### src/rtl/univ_shift_register_if.sv
// Handshake and data bundle for univ_shift_register: the controller drives the
// master side, the register sits on the slave side.
interface univ_shift_register_if #(
    parameter int N  = 10,
    parameter int AW = 4
);
    logic          load;
    logic [N-1:0]  data_in;
    logic          start;
    logic [2:0]    op;
    logic [AW-1:0] amt;
    logic          ser_in;
    logic [N-1:0]  parout;
    logic          ser_out;
    logic          carry;
    logic          zero;
    logic          busy;
    logic          done;

    modport master (
        output load, data_in, start, op, amt, ser_in,
        input  parout, ser_out, carry, zero, busy, done
    );

    modport slave (
        input  load, data_in, start, op, amt, ser_in,
        output parout, ser_out, carry, zero, busy, done
    );
endinterface

### src/rtl/univ_shift_register.sv
// Universal datapath register: parallel load, bit-serial shift/rotate, INC/DEC,
// with start/busy/done handshake. Define USR_SERIN_EN to fill SHL/SHR from ser_in.
module univ_shift_register #(
    parameter int N  = 10,
    parameter int AW = 4
) (
    input  logic                  clk,
    input  logic                  sclr,
    univ_shift_register_if.slave  bus
);

    typedef enum logic [1:0] {
        IDLE  = 2'd0,
        SHIFT = 2'd1,
        FIN   = 2'd2
    } state_t;

    typedef enum logic [2:0] {
        OP_SHL = 3'b000,
        OP_SHR = 3'b001,
        OP_SAR = 3'b010,
        OP_ROL = 3'b011,
        OP_ROR = 3'b100,
        OP_INC = 3'b101,
        OP_DEC = 3'b110,
        OP_NOP = 3'b111
    } op_t;

    state_t        state;
    op_t           op_q;
    op_t           op_in;
    logic [AW-1:0] cnt;
    logic [N-1:0]  reg_q;
    logic          ser_out_q;
    logic          carry_q;
    logic          busy_q;
    logic          done_q;

    logic [N-1:0]  step_val;
    logic          step_out;
    logic          fill;
    logic [N:0]    inc_sum;
    logic [N:0]    dec_diff;

`ifdef USR_SERIN_EN
    assign fill = bus.ser_in;
`else
    assign fill = 1'b0;
`endif

    assign op_in    = op_t'(bus.op);
    // The extra top bit is the carry (INC) or borrow (DEC) of the N-bit operation.
    assign inc_sum  = {1'b0, reg_q} + (N+1)'(1);
    assign dec_diff = {1'b0, reg_q} - (N+1)'(1);

    always_comb begin
        // NOTE: defaults first so every path assigns every output; no latches.
        step_val = reg_q;
        step_out = ser_out_q;
        case (op_q)
            OP_SHL: begin
                step_val = {reg_q[N-2:0], fill};
                step_out = reg_q[N-1];
            end
            OP_SHR: begin
                step_val = {fill, reg_q[N-1:1]};
                step_out = reg_q[0];
            end
            OP_SAR: begin
                step_val = {reg_q[N-1], reg_q[N-1:1]};
                step_out = reg_q[0];
            end
            OP_ROL: begin
                step_val = {reg_q[N-2:0], reg_q[N-1]};
                step_out = reg_q[N-1];
            end
            OP_ROR: begin
                step_val = {reg_q[0], reg_q[N-1:1]};
                step_out = reg_q[0];
            end
            default: ;
        endcase
    end

    // NOTE: all state updates below are non-blocking so every register samples
    // pre-edge values regardless of statement order.
    always_ff @(posedge clk) begin
        if (sclr) begin
            state     <= IDLE;
            op_q      <= OP_NOP;
            cnt       <= '0;
            reg_q     <= '0;
            ser_out_q <= 1'b0;
            carry_q   <= 1'b0;
            busy_q    <= 1'b0;
            done_q    <= 1'b0;
        end else begin
            done_q <= 1'b0;
            case (state)
                IDLE: begin
                    if (bus.load) begin
                        reg_q <= bus.data_in;
                    end else if (bus.start) begin
                        case (op_in)
                            OP_SHL, OP_SHR, OP_SAR, OP_ROL, OP_ROR: begin
                                op_q <= op_in;
                                cnt  <= bus.amt;
                                if (bus.amt == '0) begin
                                    state  <= FIN;
                                    done_q <= 1'b1;
                                end else begin
                                    state  <= SHIFT;
                                    busy_q <= 1'b1;
                                end
                            end
                            OP_INC: begin
                                {carry_q, reg_q} <= inc_sum;
                                state            <= FIN;
                                done_q           <= 1'b1;
                            end
                            OP_DEC: begin
                                {carry_q, reg_q} <= dec_diff;
                                state            <= FIN;
                                done_q           <= 1'b1;
                            end
                            default: begin
                                state  <= FIN;
                                done_q <= 1'b1;
                            end
                        endcase
                    end
                end
                SHIFT: begin
                    reg_q     <= step_val;
                    ser_out_q <= step_out;
                    cnt       <= cnt - AW'(1);
                    // Last step: leave SHIFT with done already registered.
                    if (cnt == AW'(1)) begin
                        state  <= FIN;
                        busy_q <= 1'b0;
                        done_q <= 1'b1;
                    end
                end
                FIN: begin
                    state <= IDLE;
                end
                default: begin
                    state  <= IDLE;
                    busy_q <= 1'b0;
                end
            endcase
        end
    end

    assign bus.parout  = reg_q;
    assign bus.ser_out = ser_out_q;
    assign bus.carry   = carry_q;
    assign bus.zero    = (reg_q == '0);
    assign bus.busy    = busy_q;
    assign bus.done    = done_q;

endmodule
### src/flat_wrapper.sv
// flat-port wrapper written by rule: the top's interface ports become plain ports
module univ_shift_register_flat 
#(
    parameter int N  = 10,
    parameter int AW = 4
)
  (clk, sclr, bus_load, bus_data_in, bus_start, bus_op, bus_amt, bus_ser_in, bus_parout, bus_ser_out, bus_carry, bus_zero, bus_busy, bus_done);
  univ_shift_register_if #(.N(N), .AW(AW)) bus_i ();
  input  logic clk;
  input  logic sclr;
  input wire logic [$bits(bus_i.load)-1:0] bus_load;
  input wire logic [$bits(bus_i.data_in)-1:0] bus_data_in;
  input wire logic [$bits(bus_i.start)-1:0] bus_start;
  input wire logic [$bits(bus_i.op)-1:0] bus_op;
  input wire logic [$bits(bus_i.amt)-1:0] bus_amt;
  input wire logic [$bits(bus_i.ser_in)-1:0] bus_ser_in;
  output wire logic [$bits(bus_i.parout)-1:0] bus_parout;
  output wire logic [$bits(bus_i.ser_out)-1:0] bus_ser_out;
  output wire logic [$bits(bus_i.carry)-1:0] bus_carry;
  output wire logic [$bits(bus_i.zero)-1:0] bus_zero;
  output wire logic [$bits(bus_i.busy)-1:0] bus_busy;
  output wire logic [$bits(bus_i.done)-1:0] bus_done;
  assign bus_i.load = bus_load;
  assign bus_i.data_in = bus_data_in;
  assign bus_i.start = bus_start;
  assign bus_i.op = bus_op;
  assign bus_i.amt = bus_amt;
  assign bus_i.ser_in = bus_ser_in;
  assign bus_parout = bus_i.parout;
  assign bus_ser_out = bus_i.ser_out;
  assign bus_carry = bus_i.carry;
  assign bus_zero = bus_i.zero;
  assign bus_busy = bus_i.busy;
  assign bus_done = bus_i.done;
  univ_shift_register #(.N(N), .AW(AW)) u_core (.clk(clk), .sclr(sclr), .bus(bus_i));
endmodule
### config.mk
export PLATFORM = sky130hd
export DESIGN_NAME = univ_shift_register_flat
export DESIGN_NICKNAME = d
export VERILOG_FILES = /design/src/rtl/univ_shift_register_if.sv /design/src/rtl/univ_shift_register.sv /design/src/flat_wrapper.sv
export SDC_FILE = /design/constraint.sdc
export NUM_CORES = 1
export LEC_CHECK = 0
export ABC_AREA = 1
export CELL_PAD_IN_SITES_DETAIL_PLACEMENT = 0
export CELL_PAD_IN_SITES_GLOBAL_PLACEMENT = 2
export CORE_ASPECT_RATIO = 0.8
export CORE_UTILIZATION = 29
export DETAILED_ROUTE_END_ITERATION = 10
export GPL_TIMING_DRIVEN = 1
export PLACE_DENSITY_LB_ADDON = 0.1
export SLEW_MARGIN = 20
export SYNTH_ARGS = -nofsm -noshare
export SYNTH_HDL_FRONTEND = slang
export SYNTH_SLANG_ARGS = --single-unit
### constraint.sdc
create_clock -name clk -period 3.4 [get_ports clk]
set_input_delay 0.85 -clock clk [delete_from_list [all_inputs] [get_ports clk]]
set_output_delay 0.85 -clock clk [all_outputs]
set_load 0.005 [all_outputs]
---- Yosys cells after proc, flatten, opt, wreduce, memory -nomap -nowiden ----
Index checks and enable logic that the tools add are counted.
storage, ports and cells
  register bits after elaboration ......... 23
  logic and storage cells ................. 85
cells by class
  add/subtract/negate cells ............... 3
  eq/ne operators ......................... 23
  multiplexer cells ....................... 29
  bitwise logic cells ..................... 2
  reductions and logical operators ........ 19
operator list
  operator                                            count
  one-hot mux 10 bit (5 select lines)                 1
  one-hot mux 10 bit (2 select lines)                 2
  2-to-1 mux 10 bit                                   2
  AND reduction 4 bit                                 4
  == test 3 x 2 -> 1 bit, second input constant       4
  == test 3 bit, second input constant                4
  2-to-1 mux 4 bit                                    3
  adder 10 x 1 -> 11 bit, second input constant       1
  subtractor 10 x 1 -> 11 bit, second input constant  1
  logical NOT 10 bit                                  1
  2-to-1 mux 1 bit                                    10
  2-to-1 mux 2 bit                                    5
  != test 2 bit, second input constant                5
  one-hot mux 4 bit (2 select lines)                  1
  == test 3 x 1 -> 1 bit, second input constant       2
  logical NOT 3 bit                                   2
  != test 6 bit, second input constant                1
  one-hot mux 1 bit (2 select lines)                  3
  AND reduction 6 bit                                 1
  nonzero test 2 bit                                  3
  != test 5 bit, second input constant                1
  AND reduction 5 bit                                 1
  OR reduction 5 bit                                  1
  == test 4 x 1 -> 1 bit, second input constant       1
  other kinds (15)                                    16

---- Longest topological paths before layout ----
  depth in word-level cells ............... 6
  mapped depth ............................ 11

---- Least setup slack after synthesis ----
No wires, ideal clock.
  path type ............................... input to register
  from .................................... input port bus_load
  to ...................................... register u_core.cnt[2]
  arrival ................................. 1.727 ns
  slack ................................... 1.546 ns
  cell stages on the path ................. 7
  path through ............................ buf_2 -> inv_2 -> nand2_1 -> nor3_2 -> nand2_1 -> o221ai_1 -> a31oi_1
on the way
  word-level cells in the longest chain between the ends .. 2
ends and longest elaborated chain
  item                                  line                        RTL
  start, declared                       flat_wrapper.sv:11          input wire logic [$bits(bus_i.load)-1:0] bus_load;
  != test 2 bit (no source line)        --
  AND reduction 4 bit (no source line)  --
  end signal, assigned                  univ_shift_register.sv:107  cnt <= bus.amt;
  end signal, assigned                  univ_shift_register.sv:136  cnt <= cnt - AW'(1);
  end, declared                         univ_shift_register.sv:32   logic [AW-1:0] cnt;
No other way between the ends.
A chain may end at the register's enable or synchronous reset.

---- Final worst setup path ----
  from .................................... register u_core.reg_q[7], in the netlist u_core.bus.parout[7]
  to ...................................... output port bus_zero
on the way
  word-level cells in the longest chain between the ends .. 1
ends and longest elaborated chain
  item                    line                        RTL
  start, declared         univ_shift_register.sv:33   logic [N-1:0] reg_q;
  start signal, assigned  univ_shift_register.sv:102  reg_q <= bus.data_in;
  start signal, assigned  univ_shift_register.sv:117  {carry_q, reg_q} <= inc_sum;
  start signal, assigned  univ_shift_register.sv:122  {carry_q, reg_q} <= dec_diff;
  logical NOT 10 bit      univ_shift_register.sv:158  assign bus.zero = (reg_q == '0);
  end, declared           flat_wrapper.sv:20          output wire logic [$bits(bus_i.zero)-1:0] bus_zero;
No other way between the ends.

==> reports/results.ini <==
[synthesis]
syn_nets = 331
yosysUniqueCellTypes = 36
ys_seq_elements = 23
yosysTopAreaCell = dfxtp_1
syn_inst = 304
synth-seq-area-share = 0.246
synth_top_area_frac = 0.246
synth.area.mux_share = 0
ys_async_sr_fraction = 0
synth_xor_xnor_area_share = 0.0234
synth_ff_type = dfxtp_1
synth_area_leaders = dfxtp_1 (25%), nand2_1 (11%), inv_1 (7.6%)
syn_avg_cell_area_um2 = 6.16
yosys.area_share.simple = 0.313
ys_warn_count = 0
synth_edf_count = 0
synth_top_family_by_area = simple AND/OR/NAND/NOR gates
synthAdderAreaFrac = 0.0334
synth_area_um2 = 1870
synth_compound_area_frac = 0.261

[die]
die_x_um = 91.8
std_cell_rows = 25
dieHeight_um = 73.9
dieArea_um2 = 6780
core_um2 = 6070
ios = 37
start_util = 0.308

[final_layout]
area_growth_pct = 24.4
nets = 363
drive_above_1_share = 0.0746
insertedDiodeCount = 0
multi_input_area_um2 = 1180
regArea_um2 = 460
postLayoutCoreUtil = 0.384
design_area_um2 = 2330
final_cells = 416
nFillCells = 697

[sta]
rsz0062_at_grt = no
drv_slew = 0
fin_crit_sh = 0.796
timing.hold.ws_ns = 0.455
maxSlewHeadroom = 0.578
fin_tns_setup_ns = 0
setup_viol = 0
report.final.hold_viol_count = 0
clock_skew_ns = 0.00822
fmax_ghz = 0.370
worstMarginPinSlew_ns = 0.627
post-route-min-period_ns = 2.71

[power_and_ir_drop]
power_density_nw_per_um2 = 360
peakVddDrop_mv = 0.158
p_leak_nw = 1.03

[clock_network]
cts_tree = yes
cts_max_level = 1
postCtsSetupRepairBufs = 0
clkTransAtPathRegs_ns = 0.10
numClockSinks = 23
root_buffer = clkbuf_8
cts_hold_buf = 0
clk_latency_ns = 0.27
cts_max_path_buffers = 2
cts_resized = 0
numCtsBuffers = 3

[drt]
avgRoutedWirePerCell_um = 14.4
drt-vias-per-instance = 4.77
drt_iter0_drc = 98
vias = 1984
totalWireLength_mm = 5.98
dr.pass1.iters = 4
drc = 0
ant_nets = 0

[run_status]
outcome = complete, no violations

[min_path]
hold_path_class = register to register

[setup_path]
slowest_delay_ns = 0.51
crit_path_end_kind = primary output
path_max_fanout = 8
path_cells = inv_1, nand2_1, nor3_1, and3_1, clkdlybuf4s50_1
cp-start-kind = register
cp_slowest_cell = clkdlybuf4s50_1
path_class = register to primary output
arrival_ns = 1.86
crit_required_ns = 2.55

[grt]
antenna_found_initial = 0
grt_first_pass_wirelength_mm = 9.58
groute.usage.overall = 0.184
grt_pass1_vias = 1755
overflow = 0
grt_max_degree = 19

[job]
cap_violations = 0

[placement]
routabilityCongestion = 0.782
place_area_um2 = 2280
place_inst = 412
place_hpwl_mm = 4.40
port_buffers = 35

flip-flops by register name, indices dropped and copies added, names as in the netlist:
name / count
u_core.bus.busy: 1
u_core.bus.carry: 1
u_core.bus.done: 1
u_core.bus.parout: 10
u_core.bus.ser_out: 1
u_core.cnt: 4
u_core.op_q: 3
u_core.state: 2
cell type report:
type | count | share of cell area
Sequential cell | 23 | 0.198
Tap cell | 81 | 0.0435
Inverter | 45 | 0.0725
Clock buffer | 4 | 0.0193
Multi-Input combinational cell | 225 | 0.507
Timing Repair Buffer | 38 | 0.160
placed cells by master (no fill, tap or decap), types with 4 or more instances in the layout:
cell type,instances
nand2_2,4
dfxtp_1,23
inv_2,7
nor2_1,37
o21ai_1,20
o21ai_0,23
o21bai_1,4
inv_1,38
nand3_1,24
o211ai_1,6
ha_1,5
nand2_1,54
xor2_1,5
clkdlybuf4s50_1,35
a21oi_1,20
Yosys cell counts (2+ instances only):
| cell type | n |
|---|---|
| o21ai_0 | 23 |
| dfxtp_1 | 23 |
| a31oi_1 | 3 |
| xor2_1 | 5 |
| nand2_1 | 54 |
| nor2_4 | 2 |
| buf_4 | 2 |
| nand3_1 | 24 |
| o21bai_1 | 4 |
| nor2_1 | 37 |
| buf_2 | 5 |
| o21ai_1 | 20 |
| nor3_1 | 3 |
| inv_1 | 38 |
| a21oi_1 | 20 |
| o211ai_1 | 6 |
| inv_2 | 7 |
| nand2_2 | 4 |
| ha_1 | 5 |
| clkbuf_1 | 3 |
stage by stage:
step / worst slack, ns / total power [W]
final: 0.695 / 0.000839
after global routing: 0.576 / 0.000905
after CTS: 0.703 / 0.000847
after detailed placement: 0.710 / 0.000660
after global placement: 0.706 / 0.000663
after floorplan: 1.55 / 0.000535
routing by layer:
metal  share of wire  track usage
met4          0.0038       0.0260
met3           0.044       0.0269
met1            0.56        0.289
met5               0            0
met2            0.39        0.266
worst paths after layout:
kind	from	end	slack (ns)	depth (start not counted)
worst max-delay path	u_core.bus.parout[7]$_SDFFE_PP0P_	bus_zero	0.69	5
worst min-delay path	u_core.bus.busy$_SDFFE_PP0P_	u_core.bus.busy$_SDFFE_PP0P_	0.45	2
worst max register to register	u_core.state[0]$_SDFFE_PP0P_	u_core.bus.parout[5]$_SDFFE_PP0P_	1.53	8
worst min register to register	u_core.bus.busy$_SDFFE_PP0P_	u_core.bus.busy$_SDFFE_PP0P_	0.45	2
critical path: cells and delay by family, from the launching register on:
kind                   cells  cell delay [ns]
buffers and inverters      2             0.66
AND/OR/NAND/NOR            3             0.51
flip-flops                 1             0.42
logic make-up (layout without fill, tap and decap cells):
family	Yosys count	after routing
AND/OR/NAND/NOR	130	130
AO/OA/AOI/OAI	85	85
buffers and inverters	56	87
flip-flops	23	23
adder cells (fa/ha/maj)	5	5
XOR/XNOR	5	5
power breakdown:
group	total [W]	internal (W)	switching, W
registers	0.000334	0.000295	0.0000386
logic	0.000321	0.000136	0.000185
clock network	0.000184	0.0000840	0.000100
total	0.000839	0.000516	0.000323
No activity file was read; power rests on OpenSTA's default activity.
